$ cat config.mk
export PLATFORM = sky130hd
export DESIGN_NAME = ps2_device
export DESIGN_NICKNAME = d
export VERILOG_FILES = /design/src/rtl/ps2_pkg.sv /design/src/rtl/ps2_tx_fifo.sv /design/src/rtl/ps2_device.sv
export SDC_FILE = /design/constraint.sdc
export NUM_CORES = 1
export LEC_CHECK = 0
export ABC_AREA = 1
export BUFFER_PORTS_ARGS = -buffer_cell sky130_fd_sc_hd__clkbuf_2
export CAP_MARGIN = 20
export CORE_ASPECT_RATIO = 1.1
export CORE_MARGIN = 8
export CORE_UTILIZATION = 34
export DETAILED_ROUTE_END_ITERATION = 10
export GPL_TIMING_DRIVEN = 0
export PLACE_DENSITY = 0.6
export SYNTH_ARGS = -nofsm -noshare
export SYNTH_HDL_FRONTEND = slang
export SYNTH_SLANG_ARGS = --single-unit
$ cat constraint.sdc
create_clock -name clock -period 3.05 [get_ports clock]
set_input_delay 0.305 -clock clock [delete_from_list [all_inputs] [get_ports clock]]
set_output_delay 0.305 -clock clock [all_outputs]
set_load 0.01 [all_outputs]
$ cat src/rtl/ps2_pkg.sv
// Shared definitions for the device-side PS/2 endpoint: FSM encoding, frame
// constants and the parity helper used by both transmit and receive paths.
package ps2_pkg;

    typedef enum logic [2:0] {
        ST_IDLE,
        ST_INHIBIT,
        ST_TX,
        ST_RX,
        ST_ACK,
        ST_GAP
    } ps2_state_t;

    localparam int PS2_FRAME_BITS = 11;
    localparam int PS2_ACK_CLOCK  = 11;

    // Parity bit that makes data plus parity contain an odd number of ones.
    function automatic logic ps2_odd_parity(input logic [7:0] data);
        return ~(^data);
    endfunction

endpackage

$ cat src/rtl/ps2_tx_fifo.sv
// Byte FIFO holding scancodes queued for the host; head is visible without
// popping so an aborted frame can be retransmitted from the same entry.
module ps2_tx_fifo #(
    parameter int DEPTH = 16
) (
    input  logic       clock,
    input  logic       reset_n,
    input  logic       push,
    input  logic [7:0] push_data,
    input  logic       pop,
    output logic       full,
    output logic       empty,
    output logic [7:0] head
);
    localparam int AW = $clog2(DEPTH);
    localparam int CW = AW + 1;

    logic [7:0]    mem [DEPTH];
    logic [AW-1:0] wr_ptr;
    logic [AW-1:0] rd_ptr;
    logic [CW-1:0] count;
    logic [CW-1:0] count_next;
    logic          do_push;
    logic          do_pop;

    // NOTE: every always_comb output gets a default first so no path leaves it unassigned and a latch is never inferred.
    always_comb begin
        do_push    = push && !full;
        do_pop     = pop && !empty;
        count_next = count;
        if (do_push && !do_pop) begin
            count_next = count + CW'(1);
        end else if (!do_push && do_pop) begin
            count_next = count - CW'(1);
        end
    end

    // NOTE: the storage array has no reset; only pointers and count define which entries are valid, and leaving it unreset keeps it mappable to RAM.
    always_ff @(posedge clock) begin
        if (do_push) begin
            mem[wr_ptr] <= push_data;
        end
    end

    // NOTE: sequential state uses non-blocking assignments so every register samples pre-edge values regardless of statement order.
    always_ff @(posedge clock or negedge reset_n) begin
        if (!reset_n) begin
            wr_ptr <= '0;
            rd_ptr <= '0;
            count  <= '0;
            full   <= 1'b0;
            empty  <= 1'b1;
        end else begin
            if (do_push) wr_ptr <= wr_ptr + AW'(1);
            if (do_pop)  rd_ptr <= rd_ptr + AW'(1);
            count <= count_next;
            full  <= (count_next == CW'(DEPTH));
            empty <= (count_next == '0);
        end
    end

    assign head = mem[rd_ptr];

endmodule

$ cat src/rtl/ps2_device.sv
// Device end of a PS/2 link: clocks queued bytes out to the host, receives
// host commands, and yields the line whenever the host inhibits.
module ps2_device
    import ps2_pkg::*;
#(
    parameter int HALF_PERIOD = 1000,
    parameter int INHIBIT_MIN = 5000,
    parameter int FIFO_DEPTH  = 16
) (
    input  logic       clock,
    input  logic       reset_n,
    input  logic [7:0] tx_data,
    input  logic       tx_valid,
    output logic       tx_ready,
    output logic [7:0] rx_data,
    output logic       rx_valid,
    output logic       rx_error,
    input  logic       ps2_clock_in,
    input  logic       ps2_data_in,
    output logic       ps2_clock_out,
    output logic       ps2_data_out,
    output logic       busy
);
    localparam int            HW         = $clog2(HALF_PERIOD + 1);
    localparam int            IW         = $clog2(INHIBIT_MIN + 1);
    localparam logic [HW-1:0] HALF_LAST  = HW'(HALF_PERIOD - 1);
    localparam logic [IW-1:0] INH_MIN    = IW'(INHIBIT_MIN);
    localparam logic [3:0]    FRAME_LAST = 4'(PS2_FRAME_BITS - 1);
    // Host frames use clocks 1..10; clock 11 belongs to the acknowledge.
    localparam logic [3:0]    RX_LAST    = 4'(PS2_ACK_CLOCK - 2);

    ps2_state_t    state;
    logic [1:0]    clk_sync;
    logic [1:0]    dat_sync;
    logic          clk_s;
    logic          dat_s;
    logic [HW-1:0] half_cnt;
    logic          half_done;
    logic          phase_low;
    logic [3:0]    bit_cnt;
    logic [9:0]    shreg;
    logic [IW-1:0] inh_cnt;
    logic          ack_pend;
    logic          rx_good;
    logic          fifo_pop;
    logic          fifo_full;
    logic          fifo_empty;
    logic [7:0]    fifo_head;

    ps2_tx_fifo #(.DEPTH(FIFO_DEPTH)) u_fifo (
        .clock     (clock),
        .reset_n   (reset_n),
        .push      (tx_valid && tx_ready),
        .push_data (tx_data),
        .pop       (fifo_pop),
        .full      (fifo_full),
        .empty     (fifo_empty),
        .head      (fifo_head)
    );

    always_ff @(posedge clock or negedge reset_n) begin
        if (!reset_n) begin
            clk_sync <= 2'b11;
            dat_sync <= 2'b11;
        end else begin
            clk_sync <= {clk_sync[0], ps2_clock_in};
            dat_sync <= {dat_sync[0], ps2_data_in};
        end
    end

    assign clk_s     = clk_sync[1];
    assign dat_s     = dat_sync[1];
    assign half_done = (half_cnt == HALF_LAST);
    assign rx_good   = shreg[9] && (shreg[8] == ps2_odd_parity(shreg[7:0]));
    assign tx_ready  = !fifo_full;
    assign busy      = (state != ST_IDLE);

    always_ff @(posedge clock or negedge reset_n) begin
        if (!reset_n) begin
            state         <= ST_IDLE;
            half_cnt      <= '0;
            phase_low     <= 1'b0;
            bit_cnt       <= '0;
            shreg         <= '0;
            inh_cnt       <= '0;
            ack_pend      <= 1'b0;
            fifo_pop      <= 1'b0;
            ps2_clock_out <= 1'b1;
            ps2_data_out  <= 1'b1;
            rx_data       <= '0;
            rx_valid      <= 1'b0;
            rx_error      <= 1'b0;
        end else begin
            fifo_pop <= 1'b0;
            rx_valid <= 1'b0;
            rx_error <= 1'b0;
            half_cnt <= half_done ? '0 : half_cnt + HW'(1);

            case (state)
                ST_IDLE: begin
                    half_cnt  <= '0;
                    phase_low <= 1'b0;
                    bit_cnt   <= '0;
                    if (!clk_s) begin
                        state   <= ST_INHIBIT;
                        inh_cnt <= '0;
                    end else if (!fifo_empty) begin
                        state        <= ST_TX;
                        shreg        <= {1'b1, ps2_odd_parity(fifo_head), fifo_head};
                        ps2_data_out <= 1'b0;
                    end
                end

                ST_INHIBIT: begin
                    if (!clk_s) begin
                        if (inh_cnt != INH_MIN) inh_cnt <= inh_cnt + IW'(1);
                    end else begin
                        half_cnt <= '0;
                        if (!dat_s && inh_cnt == INH_MIN) begin
                            state         <= ST_RX;
                            bit_cnt       <= '0;
                            phase_low     <= 1'b1;
                            ps2_clock_out <= 1'b0;
                        end else begin
                            state     <= ST_GAP;
                            phase_low <= 1'b0;
                        end
                    end
                end

                ST_TX: begin
                    if (half_done) begin
                        if (!phase_low) begin
                            // Host may still claim the line until the tenth edge has gone out.
                            if (!clk_s && bit_cnt < FRAME_LAST) begin
                                state        <= ST_INHIBIT;
                                inh_cnt      <= '0;
                                ps2_data_out <= 1'b1;
                            end else begin
                                phase_low     <= 1'b1;
                                ps2_clock_out <= 1'b0;
                            end
                        end else begin
                            phase_low     <= 1'b0;
                            ps2_clock_out <= 1'b1;
                            if (bit_cnt == FRAME_LAST) begin
                                state        <= ST_GAP;
                                fifo_pop     <= 1'b1;
                                ps2_data_out <= 1'b1;
                            end else begin
                                bit_cnt      <= bit_cnt + 4'd1;
                                ps2_data_out <= shreg[0];
                                shreg        <= {1'b0, shreg[9:1]};
                            end
                        end
                    end
                end

                ST_RX: begin
                    if (half_done) begin
                        if (phase_low) begin
                            shreg         <= {dat_s, shreg[9:1]};
                            phase_low     <= 1'b0;
                            ps2_clock_out <= 1'b1;
                        end else if (!clk_s) begin
                            state   <= ST_INHIBIT;
                            inh_cnt <= '0;
                        end else if (bit_cnt == RX_LAST) begin
                            state        <= ST_ACK;
                            ps2_data_out <= 1'b0;
                        end else begin
                            bit_cnt       <= bit_cnt + 4'd1;
                            phase_low     <= 1'b1;
                            ps2_clock_out <= 1'b0;
                        end
                    end
                end

                ST_ACK: begin
                    if (half_done) begin
                        if (!phase_low) begin
                            phase_low     <= 1'b1;
                            ps2_clock_out <= 1'b0;
                        end else begin
                            state         <= ST_GAP;
                            phase_low     <= 1'b0;
                            ps2_clock_out <= 1'b1;
                            ps2_data_out  <= 1'b1;
                            ack_pend      <= 1'b1;
                        end
                    end
                end

                ST_GAP: begin
                    // Report the received byte one cycle after data is released.
                    if (ack_pend) begin
                        ack_pend <= 1'b0;
                        rx_data  <= shreg[7:0];
                        rx_valid <= rx_good;
                        rx_error <= !rx_good;
                    end
                    if (half_done) begin
                        if (phase_low) begin
                            state     <= ST_IDLE;
                            phase_low <= 1'b0;
                        end else begin
                            phase_low <= 1'b1;
                        end
                    end
                end

                default: state <= ST_IDLE;
            endcase
        end
    end

endmodule

# Word level (Yosys, flattened, before mapping)
# Memories as Yosys holds them, arrays and structs flattened.
# Cells that the tools add are included.
# word_totals
register_bits	74
ram_bits	128
out_inout_bits	14
n_memories	1
# op_classes
n_addsub	7
order_cmp	1
eq_ne	41
mux	97
bitwise	2
reduce_logical	36
# memory_table
name	words	width	rd	rd_ports_with_merged_regs	wr	line	text
u_fifo.mem	16	8	1	0	1	ps2_tx_fifo.sv:18	logic [7:0] mem [DEPTH];
# ops
op	n
13-bit two-way mux	8
10-bit two-way mux	9
13-bit case mux with 4 select lines	1
3-bit two-way mux	16
1-bit two-way mux	44
2-bit inequality test (second input constant)	21
4-bit two-way mux	9
10-bit case mux with 3 select lines	1
3-bit inequality test (second input constant)	7
10-bit case mux with 2 select lines	1
3-bit case mux with 6 select lines	1
4-bit case mux with 4 select lines	1
8-bit AND reduction	2
8-bit XOR reduction	2
13-bit by 1-bit adder with 13-bit output (second input constant)	1
13-bit == test (second input constant)	1
13-bit inequality test (second input constant)	1
4-bit by 1-bit adder with 4-bit output (second input constant)	3
12-bit AND reduction	1
4-bit nonzero test	3
11-bit AND reduction	1
10-bit by 1-bit adder with 10-bit output (second input constant)	1
10-bit == test (second input constant)	1
5-bit two-way mux	2
other kinds (27)	46

# Depth between registers and ports, before layout
# Gate-level depths: netlist of the first run.
# logic_depth
depth_word	8
ltp_mapped	18

# Hierarchy
# Synthesis of the first run repeated with hierarchy kept, for this count alone.
# unflattened
hier_cells	1031
area_unflattened_um2	9551.7
# by_module_without_submodules
mod	instances	cells_per_inst	area_per_inst_um2	seq_area_each_um2
ps2_tx_fifo	1	530	6008.3	4220.3
ps2_device	1	501	3543.4	1483.9

# Worst setup path after synthesis of the first run
# No wires, ideal clock.
# synth_path
path_kind	reg-to-reg
from	register u_fifo.rd_ptr[0]
to	register shreg[8]
setup_ns	0.116
arrival_time_ns	1.592
path_slack_ns	1.341
stages_incl_launch_ff	19
cell_sequence	dfrtp_1 buf_4 inv_4 buf_4 nand2_1 nand3_1 nand2_1 a21oi_1 nand2_1 nand2_1 clkinv_1 nand2_1 nand2_1 nand2_1 nand2_1 nand2_1 nand3_1 nand2_1 nand2_1
# synth_between
elab_chain_cells	6
# synth_rtl
item	line	text
from (decl)	ps2_tx_fifo.sv:20	logic [AW-1:0] rd_ptr;
from (signal assigned)	ps2_tx_fifo.sv:55	if (do_pop) rd_ptr <= rd_ptr + AW'(1);
memory read 16 x 8 bit	n/a	
8-bit XOR reduction	ps2_pkg.sv:19	return ~(^data);
1-bit inverter	ps2_pkg.sv:19	
10-bit two-way mux	ps2_device.sv:107	end else if (!fifo_empty) begin
10-bit two-way mux	ps2_device.sv:104	if (!clk_s) begin
10-bit case mux with 3 select lines	ps2_device.sv:99	case (state)
to (signal assigned)	ps2_device.sv:109	shreg <= {1'b1, ps2_odd_parity(fifo_head), fifo_head};
to (signal assigned)	ps2_device.sv:153	shreg <= {1'b0, shreg[9:1]};
to (signal assigned)	ps2_device.sv:162	shreg <= {dat_s, shreg[9:1]};
to (decl)	ps2_device.sv:41	logic [9:0] shreg;
# No other way between the ends. The select of a mux whose other input is x is not followed.
# A chain may end at the register's enable or synchronous reset.

# Worst setup path in the final report of the first run
# layout_path
from	register u_fifo.rd_ptr[1]
to	register shreg[8]
# Same word-level chain as after synthesis.

==> out/results.txt, run 1 <==
share of layout cells above drive strength 1 = 14.1%
maxcap violations = 0
WP data arrival = 2.58 ns
Clk pin slew, worst setup/hold paths = 0.06 ns
max-slew violation count = 0
area of the die = 33300 sq um
Gate Count Post-Synth = 962
row cnt = 64
post-synthesis sequential element count = 202
die span in y = 191 um
kind of cell adding the most delay to the critical path = simple AND/OR/NAND/NOR gates
Power Density = 776 nW/um^2
post-DR vias/cell = 4.84
final setup TNS = 0 ns
WL met2 = 10500 um
drt wl/cell = 15.5 um
nets = 1043
initial antenna violation count = 0
total leakage power = 4.43 nW
sequential element share of the synthesized area = 60.6%
met3 WL post-DR = 1160 um
Ports = 27
Crit. End Element = register
Num CTS Buffers = 23
via count = 6766
most frequent cells in the layout = nand2_1 (258), edfxtp_1 (128), nor2_1 (107)
WP buf/inv = 2
Flop pwr share = 42.1%
Sw Pwr = 0.00266 W
Slowest cell on crit path = clkbuf_1
total grt overflow = 0
leading cell type in the layout, fill and taps excluded = nand2_1
Gate power share = 24.1%
Highest Signal Layer = met4
Worst Path Required = 3.44 ns
TritonCTS clock tree = done
root buffer cell = clkbuf_16
GPL Wtd Cong = 0.885
synthesized area per cell = 9.78 sq um
max incr delay on CP = 0.42 ns
Net Count, Synth = 988
CTS H-tree lvls = 1
Pre-antenna DRT Iters = 5
Clock Latency Late Sink = 0.52 ns
# diodes = 0
Sink Count = 202
vias in the first global route = 6494
Cell Chain, Critical Path = inv_1, clkbuf_1, nor2_1, o21ai_0, nand3_1, nand2_1, nand2_2, nand3_1, nand2_1, nand2_1, nand2_1, nand3_1, nand3_1, nand2_1, nand2_1
Initial Util = 34.2%
total track usage = 13.0%
routed wire length = 21700 um
RSZ-0062 raised after global routing = no
switching part of the total = 31.7%
clk buf depth = 3
cell mode on critical path = nand2_1
Post-CTS Setup Bufs = 0
Hold WS = 0.143 ns
fmax = 0.458 GHz
CP Launch Type = register
clock power share = 33.8%
die width = 175 um
antenna viol nets, final = 0
Slew @ Worst Pin = 1.01 ns
synth warn = 0
Worst Path Max Fanout = 10
status = completed
initial detailed-routing violation count = 547
M1 WL = 9450 um
# setup viols final = 0
area of the mapped netlist = 9410 sq um
Core Area = 27500 sq um
DRC viols = 0
first-pass GRT wire length = 34600 um
Max transition margin = 32.3%
Cell Int Power = 0.00574 W
Total Power = 0.00840 W
Setup Skew = 0.0226 ns
Reg2Reg Setup Slack = 0.86 ns
IO Port Bufs = 26
Tcrit/Tclk final = 71.7%
Unique masters post-synth = 52
crit path time final = 2.19 ns
critical path type = register to register
area delta synth->final = 15.1%
Hold Path Class = input port to register
DP HPWL = 14900 um
Final Hold Vio Count = 0
pin count of the biggest net entering global routing = 41
peak ir drop on the vdd network = 0.401 mV
Fill cells = 2696
## per-stage QoR
stage | instances | cell area [sq um] | utilization [%] | setup WS (ns)
6_report | 1397 | 10800 | 39.3 | 0.864
5_1_grt | 1397 | 10800 | 39.3 | 0.624
3_3_place_gp | 1351 | 10000 | 36.3 | 0.899
3_5_place_dp | 1352 | 10000 | 36.4 | 0.873
4_1_cts | 1397 | 10800 | 39.3 | 0.845
2_1_floorplan | 962 | 9410 | - | 1.34
## cells in the mapped netlist, drive strengths merged
library cell,instances,share of area [%]
and3,2,0.13
dfrtp,67,18
nor2,115,5.1
a211oi,2,0.21
inv,85,3.5
nand4,7,0.60
o21ai,53,2.9
clkinv,2,0.080
edfxtp,128,41
xor2,20,1.9
nor3,20,1.1
xnor2,6,0.64
o211ai,2,0.16
nand2,271,11
or4,1,0.12
a21oi,39,2.2
buf,24,1.8
o2111ai,2,0.19
a31oi,1,0.067
o221ai,1,0.093
or2,1,0.067
ha,13,1.7
o31ai,7,0.56
mux2,2,0.24
dfstp,7,2.0
nor4,3,0.20
nand3,68,3.7
nor3b,5,0.45
clkbuf,3,0.13
a21o,1,0.080
o22ai,4,0.27
## power groups by stage
stage | Clock, W | Combinational, W | Sequential [W]
final | 0.00284 | 0.00202 | 0.00354
after global routing | 0.00300 | 0.00230 | 0.00358
after CTS | 0.00291 | 0.00204 | 0.00355
after detailed placement | 0 | 0.00203 | 0.00360
after global placement | 0 | 0.00198 | 0.00359
after floorplan | 0 | 0.00152 | 0.00355
## sequential cells by signal, summed over array words and instances (netlist names), 2 cells and up
name / flops
bit_cnt: 4
clk_sync: 2
dat_sync: 2
half_cnt: 10
inh_cnt: 13
rx_data: 8
shreg: 10
state: 3
u_fifo.count: 5
u_fifo.mem: 128
u_fifo.rd_ptr: 4
u_fifo.wr_ptr: 4
## per-layer routing
| layer | GRT usage (%) | up-vias |
|---|---|---|
| met3 | 2.06 | 44 |
| met2 | 22.5 | 186 |
| li1 | - | 3329 |
| met1 | 16.3 | 3207 |
| met5 | 0 | - |
| met4 | 4.57 | 0 |
## worst min-delay path, stage by stage
cell and delay, ns:
clkbuf_2 0.08, nand2_1 0.14, xor2_1 0.08
## timing repair
| action | CTS | global route |
|---|---|---|
| hold endpoints to repair | 32 | 0 |
| hold buffers | 3 | 0 |
| gates resized for setup | 0 | 0 |
| endpoints found under the setup margin | 0 | 0 |
## cell families (layout without fill, tap and decap cells)
| logic type | count (synthesis) | after routing | synth area share [%] |
|---|---|---|---|
| AND/OR/NAND/NOR | 493 | 493 | 22.7 |
| flip-flops | 202 | 202 | 60.6 |
| buffers and inverters | 114 | 186 | 5.46 |
| AO/OA/AOI/OAI | 112 | 112 | 6.75 |
| XOR/XNOR | 26 | 26 | 2.50 |
| adder cells (fa/ha/maj) | 13 | 13 | 1.73 |
| multiplexers | 2 | 2 | 0.239 |
## path summary, 6_finish.rpt
path,from,cells after the start,end
max in group asynchronous,reset_n,3,clk_sync[0]
min in group asynchronous,reset_n,2,rx_data[4]
setup reg to reg,u_fifo.rd_ptr[1],15,shreg[8]
hold reg to reg,dat_sync[0],0,dat_sync[1]
setup / recovery,u_fifo.rd_ptr[1],15,shreg[8]
hold / removal,tx_valid,3,u_fifo.wr_ptr[0]
## final cells by class
cell class / instances / area [sq um] / area share, %
clock inverters: 16 / 199 / 1.84
plain buffers: 27 / 178 / 1.64
inverters: 87 / 337 / 3.11
multi-input cells: 646 / 3190 / 29.5
repair buffers: 30 / 183 / 1.69
well taps: 363 / 454 / 4.19
flip-flops and latches: 202 / 5700 / 52.6
clock buffers: 26 / 587 / 5.42
(Power assumes the default switching activity.)
==> inputs of run 2 (changes only) <==
Clock period 3.05 ns to 2.1 ns, I/O delays scaled along.
==> run 2 against run 1 <==
Critical path depth unchanged. Global-route usage about the same. Non-clock buffer count up 4. Sequential share of layout area down 1.2 points. Final cell count up 0.29%. Die area unchanged. Power up 47%. Via count down 0.13%. Critical path type unchanged. Largest cell class unchanged. Highest routed layer unchanged.
==> out/results.txt, run 2 (synthesized netlist as in run 1, its figures left out) <==
routed wire length = 21800 um (+0.45%)
Fill cells = 2672 (-0.89%)
Total Power = 0.0123 W (+47%)
DP HPWL = 14900 um (unchanged)
Cell Chain, Critical Path = buf_6, inv_8, buf_4, o21ai_0, nand3_1, nand2_1, nand2_2, nand3_1, nand2_1, nand2_1, nand2_1, nand3_1, nand3_1, nand2_1, nand2_1
WP buf/inv = 3 (+1)
kind of cell adding the most delay to the critical path = simple AND/OR/NAND/NOR gates
Ports = 27 (unchanged)
vias in the first global route = 6507 (+0.20%)
most flop-heavy register = u_fifo.mem
CTS H-tree lvls = 1 (unchanged)
final core utilization = 40.3% (+0.93 points)
Sink Count = 202 (unchanged)
Crit. End Element = register
Core Area = 27500 sq um (unchanged)
most frequent cells in the layout = nand2_1 (248), edfxtp_1 (128), nor2_1 (90)
nets = 1047 (+0.38%)
share of layout cells above drive strength 1 = 18.0% (+3.9 points)
cell mode on critical path = nand2_1
Worst Path Required = 2.49 ns (-0.95 ns)
pin count of the biggest net entering global routing = 41 (unchanged)
Num CTS Buffers = 23 (unchanged)
Initial Util = 34.2% (unchanged)
Worst Path Max Fanout = 10 (unchanged)
area delta synth->final = 17.8%
maxcap violations = 0 (unchanged)
total track usage = 13.0% (about the same)
peak ir drop on the vdd network = 0.582 mV (+45%)
first-pass GRT wire length = 34600 um (about the same)
drt wl/cell = 15.6 um (+0.16%)
critical path type = register to register
IO Port Bufs = 26 (unchanged)
clk buf depth = 3 (unchanged)
fmax = 0.487 GHz (+6.5%)
max reg flops = 128 (unchanged)
area of the die = 33300 sq um (unchanged)
WP data arrival = 2.44 ns (-0.14 ns)
die span in y = 191 um (unchanged)
Max transition margin = 39.7% (+7.4 points)
row cnt = 64 (unchanged)
initial detailed-routing violation count = 522 (-4.6%)
Tcrit/Tclk final = 97.7% (+26 points)
status = completed
Slowest cell on crit path = dfrtp_1
total leakage power = 4.52 nW (+2.0%)
Setup Skew = 0.0224 ns (-0.000127 ns)
Hold WS = 0.0705 ns (-0.0726 ns)
max-slew violation count = 0 (unchanged)
via count = 6757 (-0.13%)
crit path time final = 2.05 ns (-0.133 ns)
Final Hold Vio Count = 0 (unchanged)
post-DR vias/cell = 4.82 (-0.42%)
# setup viols final = 0 (unchanged)
initial antenna violation count = 0 (unchanged)
Pre-antenna DRT Iters = 5 (unchanged)
CP Launch Type = register
total grt overflow = 0 (unchanged)
Slew @ Worst Pin = 0.901 ns (-0.111 ns)
Clock Latency Late Sink = 0.52 ns (about the same)
Power Density = 1110 nW/um^2 (+43%)
TritonCTS clock tree = done
Hold Path Class = input port to register
die width = 175 um (unchanged)
register area = 5700 sq um (unchanged)
GPL Wtd Cong = 0.885 (unchanged)
# diodes = 0 (unchanged)
RSZ-0062 raised after global routing = yes
max incr delay on CP = 0.40 ns (-0.02 ns)
Clk pin slew, worst setup/hold paths = 0.06 ns (about the same)
DRC viols = 0 (unchanged)
Multi-input gate area = 3310 sq um (+3.6%)
leading cell type in the layout, fill and taps excluded = nand2_1
antenna viol nets, final = 0 (unchanged)
root buffer cell = clkbuf_16
largest registers = u_fifo.mem (128), inh_cnt (13)
[run 2: cell types whose count changed in the layout (fill, tap and decap cells not counted), moves of 4 or more]
| cell | previous run | this run |
|---|---|---|
| nor2_1 | 107 | 90 |
| nor2_2 | 5 | 22 |
| buf_2 | 14 | 3 |
| nand2_1 | 258 | 248 |
| nand2_2 | 11 | 20 |
| buf_6 | 2 | 10 |
| o21ai_0 | 40 | 35 |
| o21ai_1 | 11 | 15 |
[run 2: report_power, final]
part	switching, W	total [W]	internal (W)
combinational	0.00203	0.00306	0.00103
clock	0.00160	0.00412	0.00252
sequential	0.000305	0.00514	0.00484
total	0.00394	0.0123	0.00839
[run 2: what timing repair did]
item	4_1_cts	5_1_grt
setup endpoints to repair	62	66
endpoints found under the hold margin	32	0
hold buffers	3	0
buffers inserted	0	3
pin swaps	0	14
resized for setup	14	65
cloned	0	1
[run 2: worst paths after layout]
| path | startpoint | endpoint | slack (ns) | depth (start not counted) |
|---|---|---|---|---|
| setup / recovery | u_fifo.rd_ptr[0] | shreg[8] | 0.05 | 15 |
| hold / removal | tx_valid | u_fifo.wr_ptr[0] | 0.07 | 3 |
| setup reg to reg | u_fifo.rd_ptr[0] | shreg[8] | 0.05 | 15 |
| hold reg to reg | dat_sync[0] | dat_sync[1] | 0.36 | 0 |
| max in group asynchronous | reset_n | clk_sync[0] | 1.21 | 3 |
| min in group asynchronous | reset_n | rx_data[4] | 0.23 | 2 |
[run 2: layer usage]
layer	vias up	wire length, um	global-route usage, %
met4	0	519	4.57
li1	3337	-	-
met3	38	1080	2.06
met2	159	10600	22.5
met1	3223	9590	16.3
met5	-	0	0
[run 2: worst reg2reg max path, delay by kind of cell, from the launching register on]
family / cells / cell delay (ns)
simple gates: 11 / 0.94
buf+inv: 3 / 0.44
compound gates: 1 / 0.17
flops: 1 / 0.40
[run 2: layout make-up]
type                       count  area share, %
multi-input combinational    646           29.8
tap                          363           4.10
inverter                      87           3.14
timing repair buffer          34           2.08
buffer                        27           2.34
clock inverter                16           1.79
sequential                   202           51.4
clock buffer                  26           5.29
[run 2: stage by stage]
| step | setup TNS [ns] | instances | cell area (sq um) | worst slack, ns |
|---|---|---|---|---|
| after floorplan | 0 | 962 | 9410 | 0.391 |
| after global placement | -1.43 | 1351 | 10000 | -0.0514 |
| after detailed placement | -1.65 | 1352 | 10000 | -0.0771 |
| after CTS | -0.0385 | 1397 | 10900 | -0.0385 |
| after global routing | -2.55 | 1401 | 11100 | -0.119 |
| final | 0 | 1401 | 11100 | 0.0479 |
